--- config.mk ---
export PLATFORM = sky130hd
export DESIGN_NAME = descriptor_memory_arbiter
export DESIGN_NICKNAME = d
export VERILOG_FILES = /design/src/rtl/desc_arb_pkg.sv /design/src/rtl/desc_arb_rr.sv /design/src/rtl/descriptor_memory_arbiter.sv
export SDC_FILE = /design/constraint.sdc
export NUM_CORES = 1
export LEC_CHECK = 0
export ABC_AREA = 1
export CORE_AREA = 3 3 95 97
export DETAILED_ROUTE_END_ITERATION = 16
export DIE_AREA = 0 0 98 100
export GPL_ROUTABILITY_DRIVEN = 0
export PLACE_DENSITY_LB_ADDON = 0.05
export SETUP_SLACK_MARGIN = 0.15
export SYNTH_ARGS = -nofsm -noshare
export SYNTH_HDL_FRONTEND = slang
export SYNTH_SLANG_ARGS = --single-unit
--- constraint.sdc ---
create_clock -name clk -period 1.76 [get_ports clk]
set_input_delay 0.264 -clock clk [delete_from_list [all_inputs] [get_ports clk]]
set_output_delay 0.264 -clock clk [all_outputs]
set_load 0.005 [all_outputs]
--- src/rtl/desc_arb_pkg.sv ---
// Shared types and default widths for the descriptor RAM arbiter.
// Optional grant locking is built when DESC_ARB_LOCK_EN is defined.
package desc_arb_pkg;

  localparam int unsigned ADDR_W = 10;
  localparam int unsigned DATA_W = 32;
  localparam int unsigned BE_W   = DATA_W / 8;

  typedef enum logic {
    M0 = 1'b0,
    M1 = 1'b1
  } owner_t;

  typedef struct packed {
    logic [ADDR_W-1:0] addr;
    logic [BE_W-1:0]   be;
    logic              rd;
    logic              wr;
    logic [DATA_W-1:0] wdata;
  } av_req_t;

endpackage

--- src/rtl/desc_arb_rr.sv ---
// Two-way round-robin picker with an optional grant hold for the lock owner.
// Lock inputs are driven inactive unless DESC_ARB_LOCK_EN is defined.
module desc_arb_rr
  import desc_arb_pkg::*;
(
  input  logic [1:0] req,
  input  owner_t     last_gnt,
  input  logic       lock_active,
  input  owner_t     lock_owner,
  output logic [1:0] gnt
);

  always_comb begin
    gnt = '0;
    if (lock_active) begin
      // Only the lock owner may be granted, even when it is idle.
      if (lock_owner == M0) begin
        gnt = {1'b0, req[0]};
      end else begin
        gnt = {req[1], 1'b0};
      end
    end else if (req == 2'b11) begin
      gnt = (last_gnt == M1) ? 2'b01 : 2'b10;
    end else begin
      gnt = req;
    end
  end

endmodule

--- src/rtl/descriptor_memory_arbiter.sv ---
// Shares a single-port descriptor RAM between two Avalon-MM requesters, one access per cycle.
// Define DESC_ARB_LOCK_EN to let the current owner hold the grant with mN_lock.
module descriptor_memory_arbiter #(
  parameter int unsigned ADDR_W = desc_arb_pkg::ADDR_W,
  parameter int unsigned DATA_W = desc_arb_pkg::DATA_W,
  parameter int unsigned BE_W   = desc_arb_pkg::BE_W
) (
  input  logic              clk,
  input  logic              reset_n,

  input  logic [ADDR_W-1:0] m0_address,
  input  logic [BE_W-1:0]   m0_byteenable,
  input  logic              m0_read,
  input  logic              m0_write,
  input  logic [DATA_W-1:0] m0_writedata,
  output logic              m0_waitrequest,
  output logic [DATA_W-1:0] m0_readdata,
  output logic              m0_readdatavalid,
  input  logic              m0_lock,

  input  logic [ADDR_W-1:0] m1_address,
  input  logic [BE_W-1:0]   m1_byteenable,
  input  logic              m1_read,
  input  logic              m1_write,
  input  logic [DATA_W-1:0] m1_writedata,
  output logic              m1_waitrequest,
  output logic [DATA_W-1:0] m1_readdata,
  output logic              m1_readdatavalid,
  input  logic              m1_lock,

  output logic [ADDR_W-1:0] mem_address,
  output logic [BE_W-1:0]   mem_byteenable,
  output logic              mem_chipselect,
  output logic              mem_write,
  output logic [DATA_W-1:0] mem_writedata,
  input  logic [DATA_W-1:0] mem_readdata,
  output logic              mem_clken
);

  import desc_arb_pkg::*;

  av_req_t    req_0;
  av_req_t    req_1;
  av_req_t    sel;
  logic [1:0] req;
  logic [1:0] gnt_rr;
  logic [1:0] gnt;
  owner_t     gnt_owner;
  owner_t     last_gnt;
  owner_t     rd_owner;
  logic       rd_pend;
  logic       lock_active;
  owner_t     lock_owner;

  // Read and write together is treated as a write.
  always_comb begin
    req_0       = '0;
    req_0.addr  = m0_address;
    req_0.be    = m0_byteenable;
    req_0.rd    = m0_read & ~m0_write;
    req_0.wr    = m0_write;
    req_0.wdata = m0_writedata;
    req_1       = '0;
    req_1.addr  = m1_address;
    req_1.be    = m1_byteenable;
    req_1.rd    = m1_read & ~m1_write;
    req_1.wr    = m1_write;
    req_1.wdata = m1_writedata;
  end

  assign req = {req_1.rd | req_1.wr, req_0.rd | req_0.wr};

  desc_arb_rr u_rr (
    .req         (req),
    .last_gnt    (last_gnt),
    .lock_active (lock_active),
    .lock_owner  (lock_owner),
    .gnt         (gnt_rr)
  );

  assign gnt       = reset_n ? gnt_rr : 2'b00;
  assign gnt_owner = gnt[1] ? M1 : M0;
  assign sel       = gnt[1] ? req_1 : req_0;

  assign mem_address    = sel.addr;
  assign mem_byteenable = sel.be;
  assign mem_writedata  = sel.wdata;
  assign mem_chipselect = |gnt;
  assign mem_write      = (|gnt) & sel.wr;
  assign mem_clken      = 1'b1;

  assign m0_waitrequest = ~reset_n | (req[0] & ~gnt[0]);
  assign m1_waitrequest = ~reset_n | (req[1] & ~gnt[1]);

  always_ff @(posedge clk) begin
    if (!reset_n) begin
      last_gnt <= M1;
      rd_pend  <= 1'b0;
      rd_owner <= M0;
    end else begin
      rd_pend <= (|gnt) & sel.rd;
      if (|gnt) begin
        last_gnt <= gnt_owner;
        rd_owner <= gnt_owner;
      end
    end
  end

  // Return strobes are masked while reset is low so an in-flight read is dropped.
  assign m0_readdatavalid = reset_n & rd_pend & (rd_owner == M0);
  assign m1_readdatavalid = reset_n & rd_pend & (rd_owner == M1);
  assign m0_readdata      = mem_readdata;
  assign m1_readdata      = mem_readdata;

`ifdef DESC_ARB_LOCK_EN
  logic owner_lock;
  logic gnt_lock;

  assign owner_lock = (lock_owner == M1) ? m1_lock : m0_lock;
  assign gnt_lock   = (gnt_owner == M1) ? m1_lock : m0_lock;

  always_ff @(posedge clk) begin
    if (!reset_n) begin
      lock_active <= 1'b0;
      lock_owner  <= M0;
    end else if (lock_active) begin
      if (!owner_lock) begin
        lock_active <= 1'b0;
      end
    end else if ((|gnt) && gnt_lock) begin
      lock_active <= 1'b1;
      lock_owner  <= gnt_owner;
    end
  end
`else
  logic unused_lock;

  assign lock_active = 1'b0;
  assign lock_owner  = M0;
  assign unused_lock = m0_lock ^ m1_lock;
`endif

endmodule
==> flow_summary.yaml <==
status:
  status: "complete, no violations"
layout:
  layout_net_count: 509
  final_core_util_pct: 37.86
  finish.cell_count_without_fillers: 481
  area.growth.synth_to_final_pct: 121.6
  drive_above_1_share_pct: 43.09
  layout_commonest_cell: "sky130_fd_sc_hd__clkdlybuf4s50_1"
  diode_count: 0
  layout_common_cells: "sky130_fd_sc_hd__clkdlybuf4s50_1 (93), sky130_fd_sc_hd__inv_1 (53), sky130_fd_sc_hd__buf_2 (49)"
synth:
  synthCells: 253
  mappedNetlistArea_sq_mm: 0.001404
  number_of_unique_standard_cell_types_used_by_synthesis: 17
  post_synthesis_area_per_instance_sq_um: 5.549
  post_synthesis_cell_type_with_the_largest_combined_area: "sky130_fd_sc_hd__buf_4"
  share_of_yosys_cell_area_claimed_by_the_top_area_cell_type_pct: 34.76
  mappedNetlistNets: 385
  synth.yosys.seq_area_share_pct: 4.278
  synth.yosys.warnings: 0
  synth.top_cells.by_area: "sky130_fd_sc_hd__buf_4 (35%), sky130_fd_sc_hd__nand2_1 (15%), sky130_fd_sc_hd__inv_1 (15%)"
  flip_flop_and_latch_count_after_synthesis: 3
timing:
  final_max_slew_viol_count: 0
  final_min_period_over_clock_period_pct: 97.82
  timing.final.ws_setup_ns: 0.03842
  clock_skew_ns: 0.005266
  setup_violations: 0
  post-route-min-period_ns: 1.722
  rsz0062_at_grt: "true"
  highest_achievable_clock_rate_mhz: 580.9
  timing_hold_violations_final: 0
setup_path:
  crit_type: "reg -> out"
  critical_path_required_ns: 1.50
  worst_path_cell_trace: "o21ai_4 -> nand3_4 -> buf_4 -> buf_12 -> buf_4 -> o21ai_1 -> buf_2"
  timing.critical_path.to_type: "output pin"
  setup.worst_path.start_class: "flip-flop"
  critPathArrivalTime_ns: 1.46
  largest_fanout_of_any_net_on_the_critical_path: 5
  cpMostUsedCell: "sky130_fd_sc_hd__buf_4"
  critical-path-max-stage-delay_ns: 0.33
  ff2ff_setup_slack_ns: 0.25
  crit_slowest_cell: "sky130_fd_sc_hd__dfxtp_2"
placement:
  hpwlAfterDp_mm: 4.115
  placed_cells: 444
  io_buffers: 149
  pre_cts_setup_slack_ns: -0.5049
run:
  drv.max_cap_violation_count: 0
routing:
  number_of_vias_in_the_routed_layout: 1810
  drt-initial-drc-count: 14
  number_of_nets_with_antenna_violations_after_routing: 0
  firstDrtPassIters: 3
  totalWireLength_mm: 6.048
  wl_per_cell_um: 12.57
  viasPerCell: 3.763
  drc: 0
clocking:
  cts-buffers-inserted: 3
  hold_fix_buffers_cts: 0
  tritoncts: "yes"
  tritoncts_num_sinks: 3
  cts-root-buf: "sky130_fd_sc_hd__clkbuf_8"
  clk_latency_ns: 0.22
  cts.reportedPaths.clkPinSlew_ns: 0.04
  cts.htree.levels: 1
  clock_path_buffers: 2
die:
  dieHeight_um: 100
  initial_utilization_pct: 17.09
  fp.dieW_um: 98
  ios: 249
  placementRows: 33
  core_ar_sq_mm: 0.008217
  design.die.area_sq_mm: 0.009800
global_routing:
  vias_in_the_first_global_route: 1794
  pin_count_of_the_biggest_net_entering_global_routing: 17
  grt_use_total_pct: 11.38
  globalRoute.totalOverflow: 0
  antenna_found_initial: 0
  grt_pass1_wl_mm: 9.025
min_path:
  hold_path_class: "in -> reg"
power_and_ir_drop:
  power.density_cell_area_mw_per_mm2: 359.5
  worst_ir_drop_vdd_mv: 0.1355
  power_leakage_nw: 1.616
  design_power_total_mw: 1.118
[synthesized netlist by cell type]
cell and n:
sky130_fd_sc_hd__o21ai_1 34, sky130_fd_sc_hd__buf_2 1, sky130_fd_sc_hd__nand4_1 1, sky130_fd_sc_hd__o21ai_2 10
sky130_fd_sc_hd__nand3_1 1, sky130_fd_sc_hd__inv_1 55, sky130_fd_sc_hd__nand3_2 1, sky130_fd_sc_hd__o21ai_0 6
sky130_fd_sc_hd__clkbuf_1 4, sky130_fd_sc_hd__conb_1 1, sky130_fd_sc_hd__buf_6 6, sky130_fd_sc_hd__o211ai_1 1
sky130_fd_sc_hd__nor2_1 6, sky130_fd_sc_hd__a21oi_1 1, sky130_fd_sc_hd__buf_4 65, sky130_fd_sc_hd__nand2_1 57
sky130_fd_sc_hd__dfxtp_1 3
[sequential cells by signal, indices dropped and copies added (netlist names)]
| name | count |
|---|---|
| last_gnt | 1 |
| rd_owner | 1 |
| rd_pend | 1 |
[report_power, final]
part           switching [mW]  internal (mW)  leakage, nW  total (mW)
Combinational           0.316          0.511         1.57       0.827
Sequential            0.00472         0.0751       0.0248      0.0799
Clock                  0.0557          0.155       0.0228       0.211
[final cells by class]
| cell class | instances | area, sq um |
|---|---|---|
| multi-input cells | 120 | 839.6 |
| clock buffers | 4 | 45.04 |
| inverters | 55 | 206.4 |
| fillers | 898 | 5106 |
| repair buffers | 194 | 1827 |
| well taps | 105 | 131.4 |
| flip-flops and latches | 3 | 61.31 |
[metal layers]
metal | wire [um] | GRT usage [%]
met5 | 0 | 0
met2 | 3079 | 19.74
met3 | 602 | 3.683
met1 | 2231 | 13.03
met4 | 134 | 4.366
[cells by family (layout without fill, tap and decap cells)]
kind of cell / Yosys count / in the layout / share of synthesized area [%]
flops: 3 / 3 / 4.278
simple gates: 66 / 67 / 18.36
buf+inv: 131 / 253 / 55.70
compound gates: 52 / 52 / 21.39
other cells: 1 / 1 / 0.2671
[path summary, 6_finish.rpt]
| path | end | from | cells past startpoint |
|---|---|---|---|
| hold reg to reg | rd_owner$_SDFFE_PN0P_ | rd_owner$_SDFFE_PN0P_ | 2 |
| setup reg to reg | rd_pend$_SDFF_PN0_ | last_gnt$_SDFFE_PN1P_ | 10 |
| setup / recovery | mem_byteenable[0] | last_gnt$_SDFFE_PN1P_ | 7 |
| hold / removal | last_gnt$_SDFFE_PN1P_ | reset_n | 3 |
[through the flow]
step	hold slack, ns	setup TNS, ns	cell area, sq um
finish	0.4685	0	3110
global placement	0.4884	-21.91	2581
CTS	0.4613	-0.01213	2877
global route	0.4744	-0.4543	3110
floorplan	0.4703	0	1404
detailed placement	0.4989	-22.35	2581
[critical path, delay by kind of cell, from the launching register on]
kind | cells | cell delay [ns]
buffers and inverters | 4 | 0.55
DFF | 1 | 0.33
AOI/OAI and AO/OA | 2 | 0.21
and+or+nand+nor | 1 | 0.14
[timing repair]
item | CTS | global route
buffers inserted | 19 | 5
resized for setup | 274 | 39
cloned | 7 | 2
pin swaps | 9 | 4
setup endpoints to repair | 52 | 48
Note: power is estimated with default switching activity, not from simulation.
